`src/rtl/wb_data_sel_buf_pkg.sv`:
```
// Shared constants, occupancy encoding and width helper for the buffered
// write-back data selector.
package wb_data_sel_buf_pkg;

  localparam int DEF_DATA_W = 32;
  localparam int DEF_N_SRC  = 7;

  localparam logic [1:0] ST_EMPTY = 2'd0;
  localparam logic [1:0] ST_ONE   = 2'd1;
  localparam logic [1:0] ST_TWO   = 2'd2;

  function automatic int clog2(input int n);
    int r;
    r = 0;
    while ((1 << r) < n) r++;
    return r;
  endfunction

endpackage

```
`src/rtl/wb_sel_core.sv`:
```
// Combinational N_SRC-way source select with out-of-range detection.
module wb_sel_core
  import wb_data_sel_buf_pkg::*;
#(
  parameter  int DATA_W = DEF_DATA_W,
  parameter  int N_SRC  = DEF_N_SRC,
  localparam int SEL_W  = clog2(N_SRC)
) (
  input  logic [SEL_W-1:0]        i_sel,
  input  logic [N_SRC*DATA_W-1:0] i_data,
  output logic [DATA_W-1:0]       o_data,
  output logic                    o_oor
);

  // Out-of-range codes select nothing, so the result stays zero.
  always_comb begin
    o_data = '0;
    for (int k = 0; k < N_SRC; k++) begin
      if (int'(i_sel) == k) o_data = i_data[k*DATA_W +: DATA_W];
    end
  end

  assign o_oor = (int'(i_sel) >= N_SRC);

endmodule

```
`src/rtl/wb_data_sel_buf.sv`:
```
// Write-back data selector with valid/ready handshake through a two-entry
// skid buffer and a sticky out-of-range selector flag.
module wb_data_sel_buf
  import wb_data_sel_buf_pkg::*;
#(
  parameter  int DATA_W = DEF_DATA_W,
  parameter  int N_SRC  = DEF_N_SRC,
  localparam int SEL_W  = clog2(N_SRC)
) (
  input  logic                    clk,
  input  logic                    reset,
  input  logic [SEL_W-1:0]        selector,
  input  logic [N_SRC*DATA_W-1:0] data_in,
  input  logic                    in_valid,
  output logic                    in_ready,
  output logic [DATA_W-1:0]       data_out,
  output logic [SEL_W-1:0]        src_out,
  output logic                    out_valid,
  input  logic                    out_ready,
  output logic                    sel_err,
  input  logic                    err_clr
);

  logic [1:0]        r_state;
  logic [DATA_W-1:0] r_main_data;
  logic [SEL_W-1:0]  r_main_src;
  logic [DATA_W-1:0] r_skid_data;
  logic [SEL_W-1:0]  r_skid_src;
  logic              r_sel_err;

  logic [DATA_W-1:0] w_sel_data;
  logic              w_sel_oor;
  logic              w_accept;
  logic              w_emit;

  wb_sel_core #(
    .DATA_W (DATA_W),
    .N_SRC  (N_SRC)
  ) u_core (
    .i_sel  (selector),
    .i_data (data_in),
    .o_data (w_sel_data),
    .o_oor  (w_sel_oor)
  );

  // Ready comes from registered state only, never from out_ready.
  assign in_ready  = (r_state != ST_TWO);
  assign out_valid = (r_state != ST_EMPTY);
  assign w_accept  = in_valid & in_ready;
  assign w_emit    = out_valid & out_ready;

  assign data_out = r_main_data;
  assign src_out  = r_main_src;
  assign sel_err  = r_sel_err;

  always_ff @(posedge clk or posedge reset) begin
    if (reset) begin
      r_state     <= ST_EMPTY;
      r_main_data <= '0;
      r_main_src  <= '0;
      r_skid_data <= '0;
      r_skid_src  <= '0;
    end else begin
      case (r_state)
        ST_EMPTY: begin
          if (w_accept) begin
            r_main_data <= w_sel_data;
            r_main_src  <= selector;
            r_state     <= ST_ONE;
          end
        end
        ST_ONE: begin
          if (w_accept && w_emit) begin
            r_main_data <= w_sel_data;
            r_main_src  <= selector;
          end else if (w_accept) begin
            r_skid_data <= w_sel_data;
            r_skid_src  <= selector;
            r_state     <= ST_TWO;
          end else if (w_emit) begin
            r_state <= ST_EMPTY;
          end
        end
        ST_TWO: begin
          if (w_emit) begin
            r_main_data <= r_skid_data;
            r_main_src  <= r_skid_src;
            r_state     <= ST_ONE;
          end
        end
        default: r_state <= ST_EMPTY;
      endcase
    end
  end

  // A new error on the same edge as a clear must win.
  always_ff @(posedge clk or posedge reset) begin
    if (reset) begin
      r_sel_err <= 1'b0;
    end else if (w_accept && w_sel_oor) begin
      r_sel_err <= 1'b1;
    end else if (err_clr) begin
      r_sel_err <= 1'b0;
    end
  end

endmodule

```
`config.mk`:
```
export PLATFORM = sky130hd
export DESIGN_NAME = wb_data_sel_buf
export DESIGN_NICKNAME = d
export VERILOG_FILES = /design/src/rtl/wb_data_sel_buf_pkg.sv /design/src/rtl/wb_sel_core.sv /design/src/rtl/wb_data_sel_buf.sv
export SDC_FILE = /design/constraint.sdc
export NUM_CORES = 1
export LEC_CHECK = 0
export CORE_MARGIN = 2
export CORE_UTILIZATION = 39
export DETAILED_ROUTE_END_ITERATION = 12
export PLACE_DENSITY_LB_ADDON = 0.25
export SYNTH_ARGS = -nofsm -noshare
export SYNTH_HDL_FRONTEND = slang
export SYNTH_SLANG_ARGS = --single-unit
```
`constraint.sdc`:
```
create_clock -name clk -period 2.2 [get_ports clk]
set_clock_uncertainty 0.1 [all_clocks]
set_input_delay 0.22 -clock clk [delete_from_list [all_inputs] [get_ports clk]]
set_output_delay 0.22 -clock clk [all_outputs]
set_load 0.1 [all_outputs]
```
Word-level counts from Yosys, hierarchy flattened

Index checks and enable logic that the tools add are counted.

$lt $le $gt $ge: 1
Eq/ne operators: 14
Mux-type cells: 23
Bitwise operators: 3
Reduce and logical (&&, ||, !) cells: 10

Operators by type and width:

| operator           | count |
|---|---|
| $mux 32            | 10 |
| $pmux 32 s3        | 1 |
| $eq 3x3->1 const B | 4 |
| $mux 2             | 5 |
| $ne 2x2->1 const B | 5 |
| $mux 3             | 3 |
| $pmux 3 s3         | 1 |
| $reduce_and 4->1   | 2 |
| $eq 3x2->1 const B | 2 |
| $pmux 2 s3         | 1 |
| $reduce_bool 2->1  | 2 |
| $ge 3x3->1 const B | 1 |
| $logic_not 3->1    | 1 |
| $ne 3x3->1 const B | 1 |
| $reduce_and 3->1   | 1 |
| $reduce_bool 3->1  | 1 |
| $and 1x1->1        | 2 |
| $eq 2x1->1 const B | 1 |
| $eq 2x2->1 const B | 1 |
| $logic_and 1x1->1  | 2 |
| $logic_not 2->1    | 1 |
| $mux 1             | 2 |
| $not 1->1          | 1 |

Register bits after elaboration: 73
Input bits: 232
Output and inout bits: 38
Word-level logic and storage cells: 57

Logic depth before layout (Yosys ltp)

Gate-level depths: netlist of run 1.

Depth in word-level cells: 10
Depth in mapped cells: 8

Cells and area by module

Synthesis of run 1 repeated with hierarchy kept, for this count alone.

Cells, all modules: 508
Area total of the unflattened synthesis: 5604.1 um^2

By module, submodules not included:

| module          | times used | cells each | area each (um^2) |
|---|---|---|---|
| wb_data_sel_buf | 1          | 204        | 3273.1 |
| wb_sel_core     | 1          | 304        | 2331.0 |

Least setup slack after synthesis of run 1

Ideal clock, no wire load.

Path type: reg2reg
From: reg r_state[1]
To: reg r_main_data[14], in the netlist data_out[14]
Library setup time: 0.078 ns
Arrival: 1.688 ns
Data required time: 2.022 ns
Slack: 0.335 ns
Stages on the path, launching flop included: 8
Buffers on the path: 3
Period minus slack after synthesis: 1.865 ns
Cell sequence: dfrtp_1 nor2b_4 buf_6 inv_4 buf_2 buf_2 nand4_1 a21oi_1

Cells in the longest elaborated chain, start to end: 5

RTL lines:

| element                             | line                  | RTL |
|---|---|---|
| start: declaration                  | wb_data_sel_buf.sv:24 | `logic [1:0] r_state;` |
| start signal: assignment            | wb_data_sel_buf.sv:58 | `r_state <= ST_EMPTY;` |
| start signal: assignment            | wb_data_sel_buf.sv:69 | `r_state <= ST_ONE;` |
| start signal: assignment            | wb_data_sel_buf.sv:79 | `r_state <= ST_TWO;` |
| $ne 2x2->1 *                        | wb_data_sel_buf.sv:47 | `assign in_ready = (r_state != ST_TWO);` |
| via in_ready                        | wb_data_sel_buf.sv:15 | `output logic in_ready,` |
| $and 1x1->1 *                       | wb_data_sel_buf.sv:49 | `assign w_accept = in_valid & in_ready;` |
| $logic_and 1x1->1                   | wb_data_sel_buf.sv:73 | `if (w_accept && w_emit) begin` |
| $ne 2x2->1 (no source line)         | --                    |  |
| $reduce_and 4->1 (no source line) * | --                    |  |
| end signal: assignment              | wb_data_sel_buf.sv:67 | `r_main_data <= w_sel_data;` |
| end signal: assignment              | wb_data_sel_buf.sv:74 | `r_main_data <= w_sel_data;` |
| end signal: assignment              | wb_data_sel_buf.sv:86 | `r_main_data <= r_skid_data;` |
| end: declaration                    | wb_data_sel_buf.sv:25 | `logic [DATA_W-1:0] r_main_data;` |

Mark *: on every way through the listed nets, which the timed path passes. The rest lies on a longest branch.
A chain may end at the register's enable or synchronous reset.

Worst setup path after layout of run 1

From: reg r_state[1]
To: out in_ready

Cells in the longest elaborated chain, start to end: 1

RTL lines:

| element          | line |
|---|---|
| $ne 2x2->1       | wb_data_sel_buf.sv:47 |
| end: declaration | wb_data_sel_buf.sv:15 |

No other way between the ends.

==> metrics, run 1 <==
Yosys Warn Count=0; layout cell share with drive strength beyond 1=12.0%; Multi-input gate area=3680 sq um; Clock Sink Count=73; H-tree Lvls=3; Clock Pin Slew Worst Setup and Hold Paths=0.06 ns; Post-CTS Setup Bufs=0; gr ovfl total=0; crit end category=primary output; GR Util met2=41.5%; grt met1 use=32.5%; Critical Path Start Type=flip-flop; Max Fclk=496 MHz; leakage=0.00394 uW; Hold Buf Count CTS=0; most frequent cells in the layout=228 x clkdlybuf4s50_1, 85 x mux2i_1, 81 x nand2_1, 73 x nor2_1, 73 x dfrtp_1; initial core utilization=39.9%; DR vias/cell=5.62; Antenna Cells=0; Final Hold Fails=0; Slew Limit Headroom=39.2%; placed instance area=8830 sq um; # port buffers=269; Worst Hold Class=in -> async; maxcap violations=0; Layout Nets=1195; io pins=270; fin crit share=91.7%; Cells after Synth=717; die area=16500 sq um; CTS Buffer Depth=2; EDFF count, synth=0; #FFs+latches synth=73; Finished Layout Cells=1156; final wirelength=20.9 mm; core area=15100 sq um; Top Usage Layer GRT=met2; Max Slew Vio Count=0; Post-Syn Area=6040 sq um; Fill cells=1342; Synth cell types=46; CTS tree=built; DR vias=6494; commonest non-fill, non-tap cell in the layout=clkdlybuf4s50_1; RSZ-0062 raised after global routing=false; status=finished clean; vias in the first global route=6240; CP max stage cell=nor2b_4; Max VDD drop=0.510 mV; # resized after CTS=0; cell family contributing the most delay on the critical path=buffers and inverters; Total GRT Usage=24.5%; final instance area=9100 sq um; Net Count, Synth=949; sequential fraction of the synthesis area=30.3%; CP max FO=20; die height=128 um; Num CTS Buffers=9; Worst-Skew Late Latency=0.33 ns; final count of negative-setup-slack endpoints=0; initial antenna violation count=1; Worst EP required=1.88 ns; top cells by area, synth=dfrtp_1 30%, mux2i_1 14%, nand2_1 5.0%; DP Cell Count=1140; 1st-iter DRT viols=495; Root Driver=clkbuf_16; prevailing post-synth register cell=dfrtp_1; CP Class=reg -> out; Detailed Place HPWL=15.9 mm; post-synth top area share=30.3%; pwr/cell area=823 nW/um^2; Area Growth Syn to Fin=50.7%; 1st-pass router iterations=5; crit path time final=2.02 ns; Seq. cell area=1830 sq um; Slew @ Worst Pin=0.908 ns; Die W=128 um; wire length per cell=18.1 um; Worst Path Arrival=1.70 ns; critical path, cell by cell=nor2b_4 -> inv_4 -> buf_4 -> buf_12; FFs w/ async S/R, synth=100%; worst hold margin=0.152 ns; Worst Path Buf+Inv=3; pin count of the biggest net entering global routing=53; GPL Wtd Cong=0.880; Synth Area per Inst=8.42 sq um; M3 GR Usage=3.95%; Final ANT Viol Nets=0; # rows=45; global-route wire length before repair=31.9 mm; dominant cell type by area after synthesis=dfrtp_1; setup TNS=0 ns; critical path's largest stage delay=0.46 ns; # DRC=0
## worst paths after layout
check / depth (start not counted) / endpoint / slack (ns) / from
hold / removal: 2 / data_out[16]$_DFFE_PP0P_ / 0.15 / reset
setup / recovery: 4 / in_ready / 0.18 / r_state[1]$_DFFE_PP0P_
min in group clk: 3 / r_skid_data[7]$_DFFE_PP0P_ / 0.25 / selector[2]
hold reg to reg: 2 / r_skid_data[17]$_DFFE_PP0P_ / 0.38 / r_skid_data[17]$_DFFE_PP0P_
max in group asynchronous: 3 / data_out[1]$_DFFE_PP0P_ / 1.25 / reset
setup reg to reg: 5 / src_out[1]$_DFFE_PP0P_ / 0.32 / r_state[1]$_DFFE_PP0P_
## per-layer routing
metal	share of wire, %	vias to the layer above
li1	-	3153
met1	43	3015
met2	48	295
met3	7.7	29
met4	1.4	2
met5	0.043	-
## through the flow
step,utilization (%),setup slack (ns),total power (uW)
3_5_place_dp,58.3,0.145,6180
5_1_grt,60.1,0.0843,7850
4_1_cts,60.1,0.181,7530
2_1_floorplan,-,0.0267,4920
3_3_place_gp,58.3,0.256,6120
6_report,60.1,0.182,7490
## synth_stat cells, types with 2 or more instances
library cell  count
mux2i_1          85
nand2_1          81
dfrtp_1          73
nor2_1           73
o22ai_1          43
o21ai_0          34
buf_2            32
a21oi_1          28
inv_1            22
o21ai_1          22
o2bb2ai_1        20
clkbuf_1         17
nand2b_1         16
o221ai_1         12
a22oi_1          11
mux4_2           11
nand3_1          11
nand4_1          11
o31ai_1          11
a22o_1           10
nand3b_1         10
a211oi_1          9
a221oi_1          9
buf_6             9
nor4_1            9
or3_1             9
buf_4             7
nor2b_1           5
buf_8             3
mux2_2            3
nor3_1            3
a211oi_2          2
a31oi_1           2
and2_1            2
## sequential cells by signal, summed over array words and instances, names as in the netlist
signal       flops
data_out        32
r_skid_data     32
r_skid_src       3
r_state          2
sel_err          1
src_out          3
## report_power, final
| part | internal, uW | switching, uW |
|---|---|---|
| logic | 1280 | 2750 |
| registers | 1830 | 295 |
| clock network | 767 | 571 |
| total | 3880 | 3610 |
## worst register-to-register path, stage by stage, from the launching register on
cell and delay (ns):
dfrtp_1 0.39, nor2b_4 0.46, a22o_1 0.40, buf_4 0.25, nor2_1 0.06, a31oi_1 0.14
## area by class of cell
type / count / share of cell area, %
inverters: 23 / 0.990
well taps: 188 / 2.59
flip-flops and latches: 73 / 20.1
clock inverters: 6 / 0.481
clock buffers: 10 / 2.52
repair buffers: 305 / 32.9
multi-input cells: 551 / 40.4
## cells by family after synthesis
family                 share of synthesized area (%)
AOI/OAI and AO/OA                               24.0
buffers and inverters                           8.87
DFF                                             30.3
muxes                                           18.8
and+or+nand+nor                                 18.1
(Power assumes the default switching activity.)
==> run 2, diff against run 1 <==
PLACE_DENSITY = 0.82   (was not set)
PLACE_DENSITY_LB_ADDON = not set   (was 0.25)
==> run 2 against run 1 <==
Against the previous run:
- die area is the same
- combinational power hardly changed
- sequential power is essentially flat
- clock-buffer cell count decreased by 1
- hold slack improved by 0.037 ns
- wire length rose by 1.8%
- setup slack gained 0.093 ns
- fmax increased by 4.8%
- global-route usage increased by 0.48 points
- register-to-register slack got worse by 0.05 ns
- critical path type is now reg -> reg
- critical endpoint is now src_out[0]$_DFFE_PP0P_
- largest power group unchanged
==> metrics, run 2 (synthesis results as in run 1) <==
final wirelength=21.3 mm (+1.8%); M3 GR Usage=5.70% (+1.7 points); pin count of the biggest net entering global routing=74 (+40%); core area=15100 sq um (unchanged); GR Util met2=43.5% (+2.0 points); Worst Path Arrival=2.07 ns (+0.37 ns); Num CTS Buffers=9 (unchanged); global-route wire length before repair=32.7 mm (+2.4%); # rows=45 (unchanged); crit end category=flip-flop; grt met1 use=30.7% (-1.9 points); initial core utilization=39.9% (unchanged); Finished Layout Cells=1160 (+0.35%); Total GRT Usage=25.0% (+0.48 points); initial antenna violation count=0 (-1); Worst-Skew Late Latency=0.33 ns (about the same); critical path's largest stage delay=0.42 ns (-0.04 ns); pwr/cell area=848 nW/um^2 (+3.0%); Power, Total=7770 uW (+3.7%); Critical Path Start Type=flip-flop; vias in the first global route=6629 (+6.2%); maxcap violations=0 (unchanged); DP Worst Slack=0.202 ns (+0.0571 ns); status=finished clean; critical path, cell by cell=nor2b_4 -> buf_4 -> a22o_1 -> buf_4 -> nor2_1 -> a31oi_1; RSZ-0062 raised after global routing=false; # DRC=0 (unchanged); Seq. cell area=1830 sq um (unchanged); r2r startpoint=r_state[1]$_DFFE_PP0P_; die height=128 um (unchanged); placed instance area=8830 sq um (about the same); Hold Buf Count CTS=0 (unchanged); crit path time final=1.93 ns (-0.0926 ns); Layout Nets=1199 (+0.33%); Detailed Place HPWL=15.9 mm (about the same); DR vias/cell=5.71 (+1.6%); 1st-iter DRT viols=505 (+2.0%); commonest non-fill, non-tap cell in the layout=clkdlybuf4s50_1; gr ovfl total=0 (unchanged); 1st-pass router iterations=8 (+3); Clock Pin Slew Worst Setup and Hold Paths=0.06 ns (about the same); Max VDD drop=0.471 mV (-7.7%); Multi-input gate area=3680 sq um (unchanged); DP Cell Count=1144 (+0.35%); # resized after CTS=0 (unchanged); fin crit share=87.5% (-4.2 points); DR vias=6619 (+1.9%); Worst EP required=2.34 ns (+0.46 ns); # port buffers=269 (unchanged); Worst Setup SP=r_state[1]$_DFFE_PP0P_; Final Hold Fails=0 (unchanged); H-tree Lvls=3 (unchanged); Worst Hold Class=in -> async; Final ANT Viol Nets=0 (unchanged); Slew Limit Headroom=50.4% (+11 points); CTS Buffer Depth=2 (unchanged); CP max FO=15 (-25%); most frequent cells in the layout=228 x clkdlybuf4s50_1, 85 x mux2i_1, 81 x nand2_1, 73 x nor2_1, 73 x dfrtp_1; wire length per cell=18.3 um (+1.5%); Post-CTS Setup Bufs=0 (unchanged); cell mode on critical path=buf_4; leakage=0.00397 uW (+0.93%); layout cell share with drive strength beyond 1=12.4% (+0.47 points); Top Usage Layer GRT=met2; final instance area=9160 sq um (+0.62%); GPL Wtd Cong=0.872 (-0.89%); Setup WS post-layout=0.275 ns (+0.0926 ns); CTS tree=built; CP max stage cell=dfrtp_1; Die W=128 um (unchanged); io pins=270 (unchanged); Area Growth Syn to Fin=51.6%; Max Slew Vio Count=0 (unchanged); Max Fclk=519 MHz (+4.8%); die area=16500 sq um (unchanged); Clock Sink Count=73 (unchanged); final count of negative-setup-slack endpoints=0 (unchanged); Fill cells=1332 (-0.75%); setup TNS=0 ns (unchanged); Slew @ Worst Pin=0.742 ns (-0.166 ns); CP Class=reg -> reg; Antenna Cells=0 (unchanged); Root Driver=clkbuf_16
[run 2: changes by cell type in the layout (fill, tap and decap cells not counted), sizes merged]
cell / previous run / this run
buf: 77 / 81
clkinv: 5 / 2
bufinv: 0 / 2
inv: 23 / 25
clkbuf: 10 / 9
[run 2: area by class of cell]
class                   instances  area share (%)
repair buffers                309            32.8
flip-flops and latches         73            20.0
multi-input cells             551            40.2
inverters                      23           0.984
clock inverters                 7            1.08
clock buffers                   9            2.46
well taps                     188            2.57
[run 2: worst max-delay path: cells and delay by family, from the launching register on]
kind	cells	cell delay (ns)
compound gates	2	0.43
flops	1	0.42
buf+inv	2	0.48
simple gates	2	0.40
[run 2: path summary, 6_finish.rpt]
kind                                               to  slack [ns]  depth (start not counted)
min in group clk           r_skid_data[9]$_DFFE_PP0P_        0.25                          3
setup reg to reg               src_out[0]$_DFFE_PP0P_        0.27                          6
setup / recovery               src_out[0]$_DFFE_PP0P_        0.27                          6
hold / removal                data_out[8]$_DFFE_PP0P_        0.19                          3
hold reg to reg              data_out[12]$_DFFE_PP0P_        0.38                          2
max in group asynchronous  r_skid_data[5]$_DFFE_PP0P_        1.49                          3
[run 2: per-layer routing]
| layer | part of all wire (%) | wire length [um] | vias up |
|---|---|---|---|
| met5 | 0 | 0 | - |
| met4 | 1.9 | 400 | 0 |
| met3 | 7.8 | 1650 | 39 |
| met2 | 50 | 10700 | 325 |
| met1 | 40 | 8510 | 3099 |
| li1 | - | - | 3156 |
[run 2: power by group]
group	switching [uW]	internal (uW)	total (uW)
Combinational	2760	1290	4050
Sequential	299	1830	2130
Clock	586	1000	1590
[run 2: stage by stage]
| stage | hold WS (ns) | util [%] |
|---|---|---|
| 2_1_floorplan | 0.232 | - |
| 3_3_place_gp | 0.362 | 58.3 |
| 3_5_place_dp | 0.372 | 58.3 |
| 4_1_cts | 0.210 | 60.4 |
| 5_1_grt | 0.229 | 60.4 |
| 6_report | 0.189 | 60.4 |
==> run 3, diff against run 2 <==
CELL_PAD_IN_SITES_DETAIL_PLACEMENT = 1   (was not set)
CELL_PAD_IN_SITES_GLOBAL_PLACEMENT = 1   (was not set)
CORE_UTILIZATION = 27   (was 39)
PLACE_DENSITY = 0.8   (was 0.82)
==> run 3 against run 2 <==
Against the previous run:
- first-iteration DRC count down 49%
- global-route usage down 4.0 points
- via count down 0.48%
- power down 2.0%
- sequential cell count unchanged
- die area up 43%
- utilization down 18 points
- sequential power about the same
- setup slack worse by 0.094 ns
- register-to-register slack better by 0.05 ns
==> metrics, run 3 (synthesis results as in run 1) <==
Slew Limit Headroom=26.6% (-24 points); 1st-pass router iterations=4 (-4); Max Slew Vio Count=0 (unchanged); Area Growth Syn to Fin=52.5%; die area=23600 sq um (+43%); Clock Pin Slew Worst Setup and Hold Paths=0.06 ns (about the same); # resized after CTS=0 (unchanged); Worst-Skew Late Latency=0.33 ns (about the same); Finished Core Util=42.0% (-18 points); final wirelength=25.4 mm (+19%); initial core utilization=27.6% (-12 points); Slew @ Worst Pin=1.10 ns (+0.354 ns); Root Driver=clkbuf_16; leakage=0.00393 uW (-0.95%); # rows=54 (+20%); placed instance area=8900 sq um (+0.74%); crit end category=primary output; Max VDD drop=0.320 mV (-32%); Logic pwr share=54.1% (+2.0 points); final count of negative-setup-slack endpoints=0 (unchanged); critical path's largest stage delay=0.42 ns (about the same); wire length per cell=20.3 um (+11%); fin crit share=91.8% (+4.3 points); critical path, cell by cell=nor2b_4 -> buf_12 -> inv_4 -> buf_4 -> buf_12; Worst Hold Class=in -> async; CTS Buffer Depth=2 (unchanged); Final Hold Fails=0 (unchanged); DR vias/cell=5.27 (-7.6%); RSZ-0062 raised after global routing=false; CP max stage cell=dfrtp_1; gr ovfl total=0 (unchanged); Worst Path Arrival=1.70 ns (-0.37 ns); Total GRT Usage=21.0% (-4.0 points); Pint=3930 uW (-4.7%); commonest non-fill, non-tap cell in the layout=clkdlybuf4s50_1; most frequent cells in the layout=228 x clkdlybuf4s50_1, 85 x mux2i_1, 81 x nand2_1, 73 x nor2_1, 73 x dfrtp_1; crit path time final=2.02 ns (+0.0937 ns); cell mode on critical path=buf_12; pin count of the biggest net entering global routing=74 (unchanged); Hold Buf Count CTS=0 (unchanged); setup TNS=0 ns (unchanged); Detailed Place HPWL=19.2 mm (+20%); CP Class=reg -> out; DR vias=6587 (-0.48%); H-tree Lvls=3 (unchanged); Critical Path Start Type=flip-flop; Die W=154 um (+20%); Final ANT Viol Nets=0 (unchanged); # DRC=0 (unchanged); CTS tree=built; maxcap violations=0 (unchanged); CP max FO=25 (+10); initial antenna violation count=2 (+2); Finished Layout Cells=1250 (+7.8%); Clock Sink Count=73 (unchanged); Num CTS Buffers=9 (unchanged); Max Fclk=495 MHz (-4.6%); # port buffers=269 (unchanged); status=finished clean; clock share of power=17.9% (-2.6 points); final instance area=9200 sq um (+0.53%); Worst EP required=1.88 ns (-0.46 ns); core area=21900 sq um (+45%); Layout Nets=1198 (-0.083%); Psw=3680 uW (+1.1%); global-route wire length before repair=39.3 mm (+20%); io pins=270 (unchanged); vias in the first global route=7145 (+7.8%); layout cell share with drive strength beyond 1=12.3% (-0.17 points); GPL Wtd Cong=0.880 (+0.91%); die height=154 um (+20%); Sequential Power Share=27.9% (+0.5 points); sw frac=48.4% (+1.5 points); DP Cell Count=1232 (+7.7%); pwr/cell area=827 nW/um^2 (-2.5%); 1st-iter DRT viols=259 (-49%)
[run 3: worst max-delay path, delay by kind of cell (launching register included)]
family	cells	cell delay (ns)
DFF	1	0.42
buffers and inverters	4	0.77
and+or+nand+nor	1	0.16
[run 3: worst paths after layout]
path                                          endpoint  cells past startpoint                   startpoint  slack [ns]
hold / removal                data_out[27]$_DFFE_PP0P_                      3                        reset        0.16
setup reg to reg              data_out[28]$_DFFE_PP0P_                      6       r_state[1]$_DFFE_PP0P_        0.32
max in group asynchronous      data_out[3]$_DFFE_PP0P_                      3                        reset        1.47
min in group clk           r_skid_data[31]$_DFFE_PP0P_                      2  r_skid_data[31]$_DFFE_PP0P_        0.38
hold reg to reg            r_skid_data[31]$_DFFE_PP0P_                      2  r_skid_data[31]$_DFFE_PP0P_        0.38
setup / recovery                              in_ready                      5       r_state[1]$_DFFE_PP0P_        0.18
[run 3: cell type report]
class                   count  area (sq um)
multi-input cells         551          3680
flip-flops and latches     73          1830
clock inverters             3          17.5
inverters                  23          90.1
diodes                      1          2.50
clock buffers              11           253
fillers                  2569         12700
repair buffers            308          2980
well taps                 280           350
[run 3: per-stage QoR]
step	total power [uW]	setup slack (ns)	hold WS, ns
6_report	7610	0.181	0.165
5_1_grt	8010	0.0953	0.234
2_1_floorplan	4920	0.0267	0.232
3_5_place_dp	6270	0.143	0.371
3_3_place_gp	6160	0.207	0.363
4_1_cts	7660	0.0478	0.198
[run 3: power by group through the flow]
stage | sequential (uW) | combinational [uW] | clock [uW]
6_report | 2130 | 4120 | 1360
5_1_grt | 2190 | 4350 | 1470
4_1_cts | 2130 | 4130 | 1400
3_5_place_dp | 2140 | 4130 | 0
3_3_place_gp | 2120 | 4040 | 0
2_1_floorplan | 3720 | 1200 | 0
[run 3: repair_timing]
| action | in CTS | in global routing |
|---|---|---|
| endpoints found under the setup margin | 0 | 1 |
| hold endpoints to repair | 0 | 0 |
| setup buffers | 0 | 3 |
[run 3: per-layer routing]
layer | part of all wire (%) | GRT usage [%]
met5 | 0.051 | 0
met4 | 1.7 | 6.12
met1 | 42 | 25.9
met3 | 6.1 | 4.57
met2 | 50 | 36.7
